==> config.mk <==
export PLATFORM = sky130hd
export DESIGN_NAME = temp_table_writer
export DESIGN_NICKNAME = d
export VERILOG_FILES = /design/src/rtl/temp_table_writer.sv
export SDC_FILE = /design/constraint.sdc
export NUM_CORES = 1
export LEC_CHECK = 0
export ABC_AREA = 1
export CORE_ASPECT_RATIO = 0.8
export CORE_MARGIN = 2
export CORE_UTILIZATION = 40
export CTS_CLUSTER_DIAMETER = 200
export DETAILED_ROUTE_END_ITERATION = 7
export MAX_ROUTING_LAYER = met4
export REMOVE_ABC_BUFFERS = 1
export SYNTH_ARGS = -nofsm -noshare
export SYNTH_HDL_FRONTEND = slang
export SYNTH_SLANG_ARGS = --single-unit
==> constraint.sdc <==
create_clock -name clk_i -period 4.65 [get_ports clk_i]
set_input_delay 0.93 -clock clk_i [delete_from_list [all_inputs] [get_ports clk_i]]
set_output_delay 0.93 -clock clk_i [all_outputs]
set_load 0.02 [all_outputs]
==> src/rtl/temp_table_writer.sv <==
// temp_table_writer
// Generates the C-to-F and F-to-C conversion tables at run time and streams
// them over a valid/ready write port into the converter RAMs. Entries are
// produced incrementally with a quotient/remainder accumulator, so no
// multiplier or divider is needed.
//
// Ports:
//   clk_i       clock, all state on rising edge
//   rst_i       asynchronous active-high reset
//   start_i     begin generation (sampled only in IDLE)
//   busy_o      high while a pass is in progress
//   done_o      one-cycle pulse after the final beat is accepted
//   wr_valid_o  write beat valid
//   wr_ready_i  sink accepts beat
//   wr_sel_o    0 = C-to-F table, 1 = F-to-C table
//   wr_addr_o   table index (input temperature)
//   wr_data_o   table entry (converted temperature, saturated)
module temp_table_writer #(
    parameter int unsigned ADDR_WIDTH = 8,
    parameter int unsigned DATA_WIDTH = 8,
    parameter int unsigned OFFSET     = 32
) (
    input  logic                  clk_i,
    input  logic                  rst_i,
    input  logic                  start_i,
    output logic                  busy_o,
    output logic                  done_o,
    output logic                  wr_valid_o,
    input  logic                  wr_ready_i,
    output logic                  wr_sel_o,
    output logic [ADDR_WIDTH-1:0] wr_addr_o,
    output logic [DATA_WIDTH-1:0] wr_data_o
);

    // Quotient needs headroom so 9a/5 never wraps before saturation.
    localparam int unsigned QW = DATA_WIDTH + 2;
    localparam int unsigned RW = 4;

    localparam logic [QW:0]           DATA_MAX  = (QW+1)'(2**DATA_WIDTH - 1);
    localparam logic [QW:0]           OFFSET_Q  = (QW+1)'(OFFSET);
    localparam logic [ADDR_WIDTH:0]   OFFSET_A  = (ADDR_WIDTH+1)'(OFFSET);
    localparam logic [ADDR_WIDTH-1:0] ADDR_LAST = '1;

    typedef enum logic [1:0] {
        IDLE,
        FILL_F,
        FILL_C,
        DONE
    } state_t;

    state_t                state, state_n;
    logic [QW-1:0]         q, q_n;
    logic [RW-1:0]         r, r_n;
    logic                  busy_n;
    logic                  done_n;
    logic                  valid_n;
    logic                  sel_n;
    logic [ADDR_WIDTH-1:0] addr_n;
    logic [DATA_WIDTH-1:0] data_n;
    logic                  xfer;

    // Clamp an accumulator value to the largest representable entry.
    function automatic logic [DATA_WIDTH-1:0] clamp(input logic [QW:0] v);
        if (v > DATA_MAX) begin
            return '1;
        end
        return v[DATA_WIDTH-1:0];
    endfunction

    assign xfer = wr_valid_o && wr_ready_i;

    // State, accumulators and registered outputs.
    always_ff @(posedge clk_i or posedge rst_i) begin
        if (rst_i) begin
            state      <= IDLE;
            q          <= '0;
            r          <= '0;
            busy_o     <= 1'b0;
            done_o     <= 1'b0;
            wr_valid_o <= 1'b0;
            wr_sel_o   <= 1'b0;
            wr_addr_o  <= '0;
            wr_data_o  <= '0;
        end else begin
            state      <= state_n;
            q          <= q_n;
            r          <= r_n;
            busy_o     <= busy_n;
            done_o     <= done_n;
            wr_valid_o <= valid_n;
            wr_sel_o   <= sel_n;
            wr_addr_o  <= addr_n;
            wr_data_o  <= data_n;
        end
    end

    // Next-state, accumulator stepping and next output values.
    always_comb begin
        state_n = state;
        q_n     = q;
        r_n     = r;
        busy_n  = busy_o;
        done_n  = 1'b0;
        valid_n = wr_valid_o;
        sel_n   = wr_sel_o;
        addr_n  = wr_addr_o;
        data_n  = wr_data_o;

        unique case (state)
            IDLE: begin
                if (start_i) begin
                    state_n = FILL_F;
                    busy_n  = 1'b1;
                    valid_n = 1'b1;
                    sel_n   = 1'b0;
                    addr_n  = '0;
                    q_n     = '0;
                    r_n     = '0;
                    data_n  = clamp(OFFSET_Q);
                end
            end

            FILL_F: begin
                if (xfer) begin
                    if (wr_addr_o == ADDR_LAST) begin
                        // Switch tables without a bubble.
                        state_n = FILL_C;
                        sel_n   = 1'b1;
                        addr_n  = '0;
                        q_n     = '0;
                        r_n     = '0;
                        data_n  = '0;
                    end else begin
                        // 9(a+1) = 5q + r + 9: carry when r+4 reaches 5.
                        addr_n = wr_addr_o + ADDR_WIDTH'(1);
                        if (r != '0) begin
                            q_n = q + QW'(2);
                            r_n = r - RW'(1);
                        end else begin
                            q_n = q + QW'(1);
                            r_n = r + RW'(4);
                        end
                        data_n = clamp({1'b0, q_n} + OFFSET_Q);
                    end
                end
            end

            FILL_C: begin
                if (xfer) begin
                    if (wr_addr_o == ADDR_LAST) begin
                        state_n = DONE;
                        busy_n  = 1'b0;
                        done_n  = 1'b1;
                        valid_n = 1'b0;
                        sel_n   = 1'b0;
                        addr_n  = '0;
                        data_n  = '0;
                    end else begin
                        addr_n = wr_addr_o + ADDR_WIDTH'(1);
                        // Accumulate 5(a-OFFSET) = 9q + r once at or above the offset.
                        if ({1'b0, wr_addr_o} >= OFFSET_A) begin
                            if (r >= RW'(4)) begin
                                q_n = q + QW'(1);
                                r_n = r - RW'(4);
                            end else begin
                                r_n = r + RW'(5);
                            end
                        end
                        data_n = clamp({1'b0, q_n});
                    end
                end
            end

            DONE: begin
                state_n = IDLE;
            end

            default: begin
                state_n = IDLE;
            end
        endcase
    end

endmodule
Yosys cells after proc, flatten, opt, wreduce, memory -nomap -nowiden
Cells that the tools add are included.
{ "op_classes": {"add_sub_neg": 8, "multipliers": 0, "div": 0, "order_cmp": 4, "n_eq_ne": 12, "shifts": 0, "n_mux": 63, "n_bitwise": 0, "reduce_logical": 14} }
{ "op_table": {"columns": ["cell", "count"], "rows": [
  ["2-to-1 mux 10 bit", 14],
  ["2-to-1 mux 8 bit", 12],
  ["2-to-1 mux 4 bit", 8],
  ["case mux 10 bit (3 select lines)", 1],
  ["case mux 8 bit (3 select lines)", 1],
  ["2-to-1 mux 1 bit", 17],
  ["case mux 8 bit (2 select lines)", 1],
  ["inequality test 2 bit (second input constant)", 7],
  ["case mux 4 bit (3 select lines)", 1],
  ["AND reduction 6 bit", 2],
  ["adder 10 x 6 -> 11 bit (second input constant)", 1],
  ["> comparator 11 x 8 -> 1 bit (second input constant)", 1],
  ["adder 10 x 1 -> 10 bit (second input constant)", 1],
  ["adder 10 x 2 -> 10 bit (second input constant)", 1],
  ["> comparator 10 x 8 -> 1 bit (second input constant)", 1],
  ["2-to-1 mux 2 bit", 5],
  ["AND reduction 5 bit", 2],
  ["adder 4 x 3 -> 4 bit (second input constant)", 2],
  ["adder 8 x 1 -> 8 bit (second input constant)", 1],
  ["equality test 8 bit (second input constant)", 1],
  ["greater-or-equal comparator 8 x 6 -> 1 bit (second input constant)", 1],
  ["case mux 2 bit (4 select lines)", 1],
  ["AND reduction 4 bit", 2],
  ["equality test 2 bit (second input constant)", 2],
  ["14 further kinds", 15]
]} }
{ "totals": {"reg_bits": 35, "latchBits": 0, "ramBits": 0, "mem_bits_ro": 0, "in_bits": 4, "output_inout_bits": 20, "memories": 0} }

Logic depth before layout (Yosys ltp)
Gate-level depths: netlist of run 1.
{ "logic_depth": {"word_depth": 15, "depth_mapped": 20, "mapped_depth_nobuf": 19} }

Worst setup path after synthesis of run 1
OpenSTA, ideal clock, no wires.
{ "synth_path": {"kind": "input to register", "start": "input wr_ready_i", "end": "register r[1]", "setup_ps": 83, "arrival_time_ps": 2060, "required_ps": 4567, "slack_ps": 2508, "cell_stages": 12, "path_buffers": 0, "cell_sequence": "nand2_1 -> inv_1 -> o21ai_1 -> a21oi_2 -> nand2_2 -> inv_1 -> nand2_1 -> inv_2 -> o21ai_1 -> nor2_1 -> nand3_1 -> o21ai_0"} }
{ "synth_between": {"elab_chain_len": 3, "elab_cells_between_ends": 4, "cone_classes": "2 x eq/ne; 2 x reduce/logical"} }
{ "synth_rtl": {"columns": ["element", "line", "text"], "rows": [
  ["start: declaration", "29", "input logic wr_ready_i,"],
  ["logical AND 1 bit *", "70", "assign xfer = wr_valid_o && wr_ready_i;"],
  ["inequality test 2 bit (no source line)", null, null],
  ["AND reduction 6 bit (no source line) *", null, null],
  ["end signal: assignment", "87", "r <= r_n;"],
  ["end: declaration", "53", "logic [RW-1:0] r, r_n;"]
]} }
Mark *: on every way between the ends. The rest lies on a longest branch, timed or not.
A chain may end at the register's enable or synchronous reset.

Final worst setup path of run 1
{ "layout_path": {"start": "register r[0]", "end": "register wr_data_o[0]"} }
{ "layout_between": {"elab_chain_len": 15, "elab_cells_between_ends": 29, "cone_classes": "1 x add/sub; 3 x order compare; 24 x mux; 1 x reduce/logical"} }
{ "layout_rtl": {"columns": ["element", "line", "text"], "rows": [
  ["nonzero test 4 bit / greater-or-equal comparator 4 x 3 -> 1 bit (equally long branches)", "136, 162", null],
  ["2-to-1 mux 10 bit, on equally long branches", "136, 162", null],
  ["2-to-1 mux 10 bit, on equally long branches", "125, 161", null],
  ["2-to-1 mux 10 bit, on equally long branches", "124, 150", null],
  ["2-to-1 mux 10 bit, on equally long branches", "109, 149", null],
  ["adder 10 x 6 -> 11 bit / 2-to-1 mux 10 bit (equally long branches)", "143, 109", null],
  ["> comparator 11 x 8 -> 1 bit / > comparator 10 x 8 -> 1 bit (equally long branches)", "64", "if (v > DATA_MAX) begin"],
  ["2-to-1 mux 1 bit", "64", null],
  ["2-to-1 mux 1 bit, on equally long branches", "125, 150", null],
  ["2-to-1 mux 1 bit, on equally long branches", "124, 149", null],
  ["2-to-1 mux 1 bit", "109", "unique case (state)"],
  ["2-to-1 mux 8 bit", "67", "return v[DATA_WIDTH-1:0];"],
  ["2-to-1 mux 8 bit, on equally long branches", "125, 150", null],
  ["2-to-1 mux 8 bit, on equally long branches", "124, 149", null],
  ["case mux 8 bit (3 select lines) *", "109", null],
  ["end signal: assignment", "93", "wr_data_o <= data_n;"],
  ["end: declaration", "32", "output logic [DATA_WIDTH-1:0] wr_data_o"]
]} }
Mark *: on every way between the ends. The rest lies on a longest branch, timed or not. The select of a mux whose other input is x is not followed.

==> flow_summary.ini, run 1 <==
[routing]
remaining_drc_errors = 0
routed_wl_mm = 7.02
viasPerCell = 5.18
ant_nets = 0
via_count = 2661
routedWlPerCell_um = 13.6
drt-initial-drc-count = 170
first_pass_iters = 4

[placed_design]
dp_hpwl_mm = 5.27
io_buffers = 23
dpl.cell_count = 507
gp_congestion = 0.913

[yosys]
syn-cell-area_um2 = 2710
yosys_register_bits = 35
synth_area_leaders = dfrtp_1 32%, nand2_1 16%, inv_1 7.2%
ys_seq_area_share_pct = 32.3
synth_top_cell_by_area = dfrtp_1
synth_top_area_share_pct = 32.3
syn_area_per_cell_um2 = 6.66
yosys_warnings = 0
synth_cells = 407
synth_cell_types = 34

[hold_path]
hp-class = flip-flop to flip-flop
hold_start = wr_data_o[3]

[floorplanning]
initial_core_util_pct = 41.9
rows = 26
die_h_um = 77.6
io_pins = 24
core_um2 = 6470
dieArea_um2 = 7450
fp.dieW_um = 96.0

[worst_setup_path]
worstReg2RegStart = r[0]
slowest_delay_ns = 0.41
crit_type = flip-flop to flip-flop
critPathMaxFanout = 13
crit_start = r[0]
start_kind = flip-flop
endpoint_kind = flip-flop
path_cells = inv_1 -> ha_1 -> nand2_1 -> inv_1 -> nand2_1 -> nand2_1 -> inv_1 -> ha_1 -> nand3b_1 -> o21bai_1 -> nand3_1 -> nand2_2 -> nand2_1 -> nand2_1 -> nand2_1
critPathRequiredTime_ns = 4.83
crit_top_cell = nand2_1
critical_path_arrival_ns = 3.05
crit_slowest_cell = dfrtp_1

[clocking]
postCtsHoldBufs = 0
cts_tree = built
htree_levels = 2
clock-root-buffer = clkbuf_8
clk_pin_slew_ns = 0.07
clock_sinks = 35
cts_buffers = 5
cts_buffer_depth = 2
cts_setup_buffers = 0
insertion_delay_ns = 0.29
ctsResizeCount = 0

[finish]
area_delta_synth_final_pct = 14.5
nets = 449
n_antenna_cell = 0
layout-drive-gt1-share_pct = 6.98
fin_cells = 514

[timing]
hold_viol = 0
tightest_slew_ns = 0.694
min_period_ns = 2.88
fmax_mhz = 347
post-route-period-util_pct = 61.9
tns_ns = 0
rsz0062_at_grt = false
skew_ns = 0.00935
max_slew_margin_pct = 53.6
finalSetupViolCount = 0
drv_slew = 0

[power_and_ir_drop]
ir_drop_mv = 0.0840
p_leak_nw = 1.55
p_per_area_nw_per_um2 = 182

[global_routing]
grtUsageTotal_pct = 21.5
grt_max_degree = 36
first_global_vias = 2559
grt_antenna_before_repair = 0
grt_pass1_wl_mm = 12.4
grt_remaining_overflow = 0

[job]
maxCapViolations = 0

[status]
outcome = completed
## Yosys cell counts
master / number
a22o_1: 1
a21oi_4: 1
nor2_1: 36
nand4_1: 1
xor2_1: 5
inv_2: 5
nand3_1: 37
xnor2_1: 2
buf_4: 1
nor3b_1: 1
nand2_1: 115
a221oi_1: 1
dfrtp_1: 35
clkbuf_1: 3
a31oi_1: 2
nor3_1: 3
a21boi_1: 1
o21ai_0: 37
ha_1: 15
o221ai_1: 2
o21ai_1: 2
nor3_2: 2
nor2_4: 2
o21bai_1: 1
a22oi_1: 3
nand2_2: 6
a21oi_2: 1
buf_2: 4
o21a_1: 1
o22ai_1: 4
nor2_2: 5
nand3b_1: 1
a21oi_1: 19
inv_1: 52
## per-stage QoR
stage / util [%] / setup WS (ns) / instance area, um^2 / hold WS (ns) / total power [W]
global placement: 46.6 / 1.70 / 3010 / 0.469 / 0.000342
floorplan: - / 2.36 / 2670 / 0.503 / 0.000329
global route: 47.9 / 1.48 / 3100 / 0.509 / 0.000589
detailed placement: 46.6 / 1.66 / 3010 / 0.468 / 0.000342
finish: 47.9 / 1.77 / 3100 / 0.484 / 0.000563
CTS: 47.9 / 1.77 / 3100 / 0.487 / 0.000570
## where the power goes
part,switching (W),internal (W)
registers,0.00000269,0.000306
clock network,0.000112,0.000116
logic,0.0000167,0.00000926
## flip-flops by register name (all words and copies together) (netlist names)
register and cells:
done_o 1, state 2, wr_sel_o 1, r 4
q 10, wr_valid_o 1, wr_data_o 8, wr_addr_o 8
## cell families (layout without fill, tap and decap cells)
family | count (synthesis) | in the layout | share of synthesized area (%)
buffers and inverters | 65 | 88 | 9.33
adders and majority gates | 15 | 15 | 6.93
DFF | 35 | 35 | 32.3
xor gates and xnor gates | 7 | 7 | 2.26
AOI/OAI and AO/OA | 76 | 76 | 16.0
and+or+nand+nor | 209 | 209 | 33.2
## critical path, delay by kind of cell, from the launching register on
family                   cells  cell delay (ns)
flip-flops                   1             0.41
AND/OR/NAND/NOR              9             1.22
adder cells (fa/ha/maj)      2             0.43
buffers and inverters        3             0.53
AO/OA/AOI/OAI                1             0.16
## cell usage in the layout (no fill, tap or decap), types with 15 or more instances in the layout
cell type / count
nand2_1: 115
inv_1: 52
nand3_1: 37
o21ai_0: 37
nor2_1: 36
dfrtp_1: 35
clkdlybuf4s50_1: 23
a21oi_1: 19
ha_1: 15
## path summary, 6_finish.rpt
path | endpoint | slack, ns | cells after the start
min reg2reg | wr_data_o[3] | 0.48 | 2
min | wr_data_o[3] | 0.48 | 2
max | wr_data_o[0] | 1.77 | 15
max in group asynchronous | q[8] | 3.27 | 3
min in group asynchronous | q[3] | 1.05 | 3
max reg2reg | wr_data_o[0] | 1.77 | 15
## layer usage
layer / up-vias / share of wire (%) / wire length [um] / track usage (%)
met3: 6 / 5.5 / 383 / 3.40
li1: 1357 / - / - / -
met2: 75 / 43 / 3030 / 30.8
met1: 1223 / 51 / 3550 / 32.0
met5: - / 0 / 0 / -
met4: 0 / 0.84 / 59 / 4.86
## cell type report
class | instances | area (um^2)
clock buffer | 6 | 82.6
clock inverter | 1 | 5.00
fill | 673 | 3370
inverter | 57 | 214
multi-input combinational | 307 | 1580
sequential | 35 | 876
tap | 84 | 105
timing repair buffer | 24 | 238
No activity file was read; power rests on OpenSTA's default activity.
==> inputs of run 2 (changes only) <==
==> constraint.sdc (replaced) <==
create_clock -name clk_i -period 2.4 [get_ports clk_i]
set_input_delay 0.48 -clock clk_i [delete_from_list [all_inputs] [get_ports clk_i]]
set_output_delay 0.48 -clock clk_i [all_outputs]
set_load 0.02 [all_outputs]
==> flow_summary.ini, run 2 (synthesis gave the netlist of run 1 again) <==
[status]
outcome = completed

[finish]
final_cell_mix = 112 x nand2_1, 48 x inv_1, 37 x nand3_1, 34 x o21ai_0, 33 x nor2_1
top_regs = q (10), wr_addr_o (8), wr_data_o (8)
final_core_util_pct = 52.6
regMostFlops = q
area_delta_synth_final_pct = 25.8
final_common_cell = nand2_1
n_fill_cell = 645
nets = 480
layout-drive-gt1-share_pct = 16.9
n_antenna_cell = 0
largest_reg_flops = 10

[timing]
max_slew_margin_pct = 54.9
finalSetupViolCount = 0
tns_ns = 0
tightest_slew_ns = 0.675
hold_viol = 0
drv_slew = 0
skew_ns = 0.0175
holdWs_ns = 0.482
fmax_mhz = 445
rsz0062_at_grt = true
min_period_ns = 2.25
post-route-period-util_pct = 93.7

[global_routing]
first_global_vias = 2683
grt_remaining_overflow = 0
grtUsageTotal_pct = 22.7
grt_max_degree = 36
grt_pass1_wl_mm = 12.8
grt_antenna_before_repair = 0

[routing]
ant_nets = 0
first_pass_iters = 5
remaining_drc_errors = 0
viasPerCell = 5.18
drt-initial-drc-count = 253
via_count = 2821
routedWlPerCell_um = 14.1
routed_wl_mm = 7.68

[placed_design]
io_buffers = 23
gp_congestion = 1.02
dp_hpwl_mm = 5.83

[job]
maxCapViolations = 0

[hold_path]
hp-class = flip-flop to flip-flop
hold_depth = 2

[floorplanning]
io_pins = 24
initial_core_util_pct = 41.9
fp.dieW_um = 96.0
core_um2 = 6470
rows = 26
dieArea_um2 = 7450
die_h_um = 77.6

[worst_setup_path]
endpoint_kind = flip-flop
critPathMaxFanout = 8
start_kind = flip-flop
critPathRequiredTime_ns = 2.59
crit_slowest_cell = dfrtp_1
critical_path_arrival_ns = 2.44
reg2reg_depth = 15
slowest_delay_ns = 0.39
crit_top_cell = nand2_1
path_cells = inv_2 -> ha_1 -> nand2_2 -> buf_4 -> nand2_1 -> nand2_1 -> inv_2 -> ha_1 -> nand3b_1 -> o21bai_1 -> nand3_1 -> nand2_2 -> nand2_1 -> nand2_1 -> nand2_1
crit_type = flip-flop to flip-flop

[clocking]
insertion_delay_ns = 0.30
clock-root-buffer = clkbuf_8
clock_sinks = 35
postCtsHoldBufs = 0
htree_levels = 2
cts_tree = built
cts_buffers = 5
clk_pin_slew_ns = 0.07
cts_buffer_depth = 2

[power_and_ir_drop]
ir_drop_mv = 0.193
p_leak_nw = 1.69
p_per_area_nw_per_um2 = 326
fin_total_pwr_w = 0.00111
run 2: cell count changes in the layout (fill, tap and decap cells not counted), sizes merged:
cell	previous run	this run
buf	1	32
run 2: worst max-delay path: cells and delay by family, from the launching register on:
| family | cells | cell delay (ns) |
|---|---|---|
| DFF | 1 | 0.39 |
| and+or+nand+nor | 9 | 0.95 |
| buffers and inverters | 3 | 0.24 |
| adders and majority gates | 2 | 0.38 |
| AOI/OAI and AO/OA | 1 | 0.17 |
run 2: final timing paths:
kind                                 to  slack [ns]         start
max                        wr_data_o[0]        0.15          r[3]
min                        wr_data_o[3]        0.48  wr_data_o[3]
max reg2reg                wr_data_o[0]        0.15          r[3]
min reg2reg                wr_data_o[3]        0.48  wr_data_o[3]
max in group asynchronous          q[4]        1.44         rst_i
min in group asynchronous          q[3]        0.60         rst_i
run 2: repair_timing:
action / 4_1_cts / 5_1_grt
buffers inserted: 1 / 9
gates cloned: 0 / 0
endpoints found under the setup margin: 8 / 13
pin swaps: 1 / 2
resized for setup: 2 / 24
run 2: area by class of cell:
type | instances | area, um^2 | share of cell area, %
inverter | 57 | 214 | 6.28
clock inverter | 1 | 5.00 | 0.147
multi-input combinational | 307 | 1650 | 48.5
clock buffer | 6 | 82.6 | 2.42
sequential | 35 | 880 | 25.8
timing repair buffer | 55 | 470 | 13.8
tap | 84 | 105 | 3.08
run 2: routing by layer:
layer	wire, um	share of wire (%)	global-route usage (%)	up-vias
li1	-	-	-	1425
met1	3750	49	31.7	1305
met2	3410	44	34.2	80
met3	417	5.4	3.59	11
met4	97	1.3	6.14	0
met5	0	0	-	-
run 2: power by group:
group	internal [W]	total, W	switching [W]
combinational	0.0000215	0.0000562	0.0000347
clock	0.000226	0.000456	0.000231
sequential	0.000594	0.000598	0.00000474
total	0.000841	0.00111	0.000270
run 2: through the flow:
stage                     setup WS (ns)  cell area, um^2  std cells
after detailed placement        -0.0588             3170        528
final                             0.150             3410        545
after global placement          -0.0857             3170        528
after CTS                        0.0106             3270        536
after global routing            -0.0332             3410        545
after floorplan                   0.111             2670        399
==> inputs of run 3 (changes only) <==
--- a/config.mk
+++ b/config.mk
@@ -11,6 +11,7 @@
 export CORE_UTILIZATION = 40
 export CTS_CLUSTER_DIAMETER = 200
 export DETAILED_ROUTE_END_ITERATION = 7
+export GPL_TIMING_DRIVEN = 0
 export MAX_ROUTING_LAYER = met4
 export REMOVE_ABC_BUFFERS = 1
 export SYNTH_ARGS = -nofsm -noshare
==> flow_summary.ini, run 3 (synthesis gave the netlist of run 1 again) <==
[finish]
layout-drive-gt1-share_pct = 17.8
largest_reg_flops = 10
final_cell_mix = 110 x nand2_1, 43 x inv_1, 36 x nand3_1, 36 x o21ai_0, 33 x nor2_1
final_common_cell = nand2_1
final_core_util_pct = 52.3
regMostFlops = q
nets = 468
n_antenna_cell = 0
area_delta_synth_final_pct = 25.0
top_regs = q (10), wr_addr_o (8), wr_data_o (8)

[routing]
remaining_drc_errors = 0
routedWlPerCell_um = 14.1
via_count = 2750
viasPerCell = 5.15
routed_wl_mm = 7.51
drt-initial-drc-count = 148
ant_nets = 0
first_pass_iters = 4

[clocking]
insertion_delay_ns = 0.29
htree_levels = 2
cts_buffer_depth = 2
clock-root-buffer = clkbuf_8
clock_sinks = 35
cts_buffers = 5
clk_pin_slew_ns = 0.08
cts_tree = built

[placed_design]
dp_hpwl_mm = 5.19
io_buffers = 23
gp_congestion = 0.897

[worst_setup_path]
endpoint_kind = flip-flop
crit_start = r[1]
critPathMaxFanout = 8
start_kind = flip-flop
worstReg2RegStart = r[1]
critical_path_arrival_ns = 2.47
critPathRequiredTime_ns = 2.58
crit_type = flip-flop to flip-flop

[global_routing]
first_global_vias = 2525
grt_max_degree = 36
grtUsageTotal_pct = 21.0
grt_remaining_overflow = 0
grt_antenna_before_repair = 0
grt_pass1_wl_mm = 12.0

[timing]
min_period_ns = 2.28
post-route-period-util_pct = 95.2
hold_viol = 0
finalSetupViolCount = 0
drv_slew = 0
fmax_mhz = 438
tightest_slew_ns = 0.768
max_slew_margin_pct = 48.7
rsz0062_at_grt = true
skew_ns = 0.00826

[floorplanning]
rows = 26
core_um2 = 6470
dieArea_um2 = 7450
fp.dieW_um = 96.0
io_pins = 24
initial_core_util_pct = 41.9
die_h_um = 77.6

[status]
outcome = completed

[power_and_ir_drop]
fin_total_pwr_w = 0.00108
p_per_area_nw_per_um2 = 319
ir_drop_mv = 0.240
p_leak_nw = 1.61

[job]
maxCapViolations = 0

[hold_path]
hp-class = flip-flop to flip-flop
hold_start = wr_data_o[7]
[run 3: cell types whose count changed in the layout (fill, tap and decap cells not counted), sizes merged]
cell | before | now
buf | 32 | 20
clkinvlp | 0 | 2
inv | 57 | 55
clkbuf | 6 | 7
[run 3: worst max-delay path: stages, from the launching register on]
cell and delay, ns:
dfrtp_1 0.39, inv_2 0.07, ha_4 0.17, nand2_4 0.11, buf_4 0.16, nand2_2 0.07, nand2_1 0.10, inv_2 0.05
ha_1 0.21, nand3b_1 0.20, o21bai_1 0.20, nand3_2 0.14, nand2_4 0.12, nand2_1 0.07, nand2_1 0.07, nand2_1 0.06
[run 3: timing repair]
item,4_1_cts,5_1_grt
gates resized for setup,13,33
setup buffers,4,16
pin swaps,1,9
endpoints found under the setup margin,22,23
hold buffers,0,0
[run 3: layout make-up]
type / count / area [um^2]
clock buffer: 7 / 76.3
clock inverter: 1 / 5.00
fill: 660 / 3090
inverter: 57 / 226
multi-input combinational: 307 / 1710
sequential: 35 / 885
tap: 84 / 105
timing repair buffer: 43 / 380
[run 3: report_power, final]
part	switching [W]	total, W	internal, W
combinational	0.0000340	0.0000513	0.0000172
sequential	0.00000508	0.000599	0.000593
clock	0.000227	0.000431	0.000204
total	0.000266	0.00108	0.000815
[run 3: through the flow]
| step | hold slack, ns | cells | setup TNS [ns] | instance area [um^2] | setup WS (ns) |
|---|---|---|---|---|---|
| finish | 0.488 | 534 | 0 | 3390 | 0.116 |
| global route | 0.512 | 534 | -0.279 | 3390 | -0.0682 |
| floorplan | 0.503 | 399 | 0 | 2670 | 0.111 |
| global placement | 0.466 | 506 | -4.11 | 3010 | -0.394 |
| CTS | 0.490 | 518 | -0.00301 | 3160 | -0.00301 |
| detailed placement | 0.469 | 506 | -4.17 | 3010 | -0.380 |
[run 3: per-layer routing]
metal / track usage, % / up-vias / wire (um)
li1: - / 1393 / -
met1: 30.8 / 1303 / 3860
met2: 30.1 / 46 / 3350
met3: 3.69 / 8 / 240
met4: 4.71 / 0 / 65
met5: - / - / 0
[run 3: worst paths after layout]
path                                endpoint  slack [ns]  depth (start not counted)
worst max register to register  wr_data_o[2]        0.12                         15
min in group asynchronous       wr_data_o[2]        0.66                          2
worst min register to register  wr_data_o[7]        0.49                          2
max in group asynchronous           state[1]        1.19                          2
worst max-delay path            wr_data_o[2]        0.12                         15
worst min-delay path            wr_data_o[7]        0.49                          2
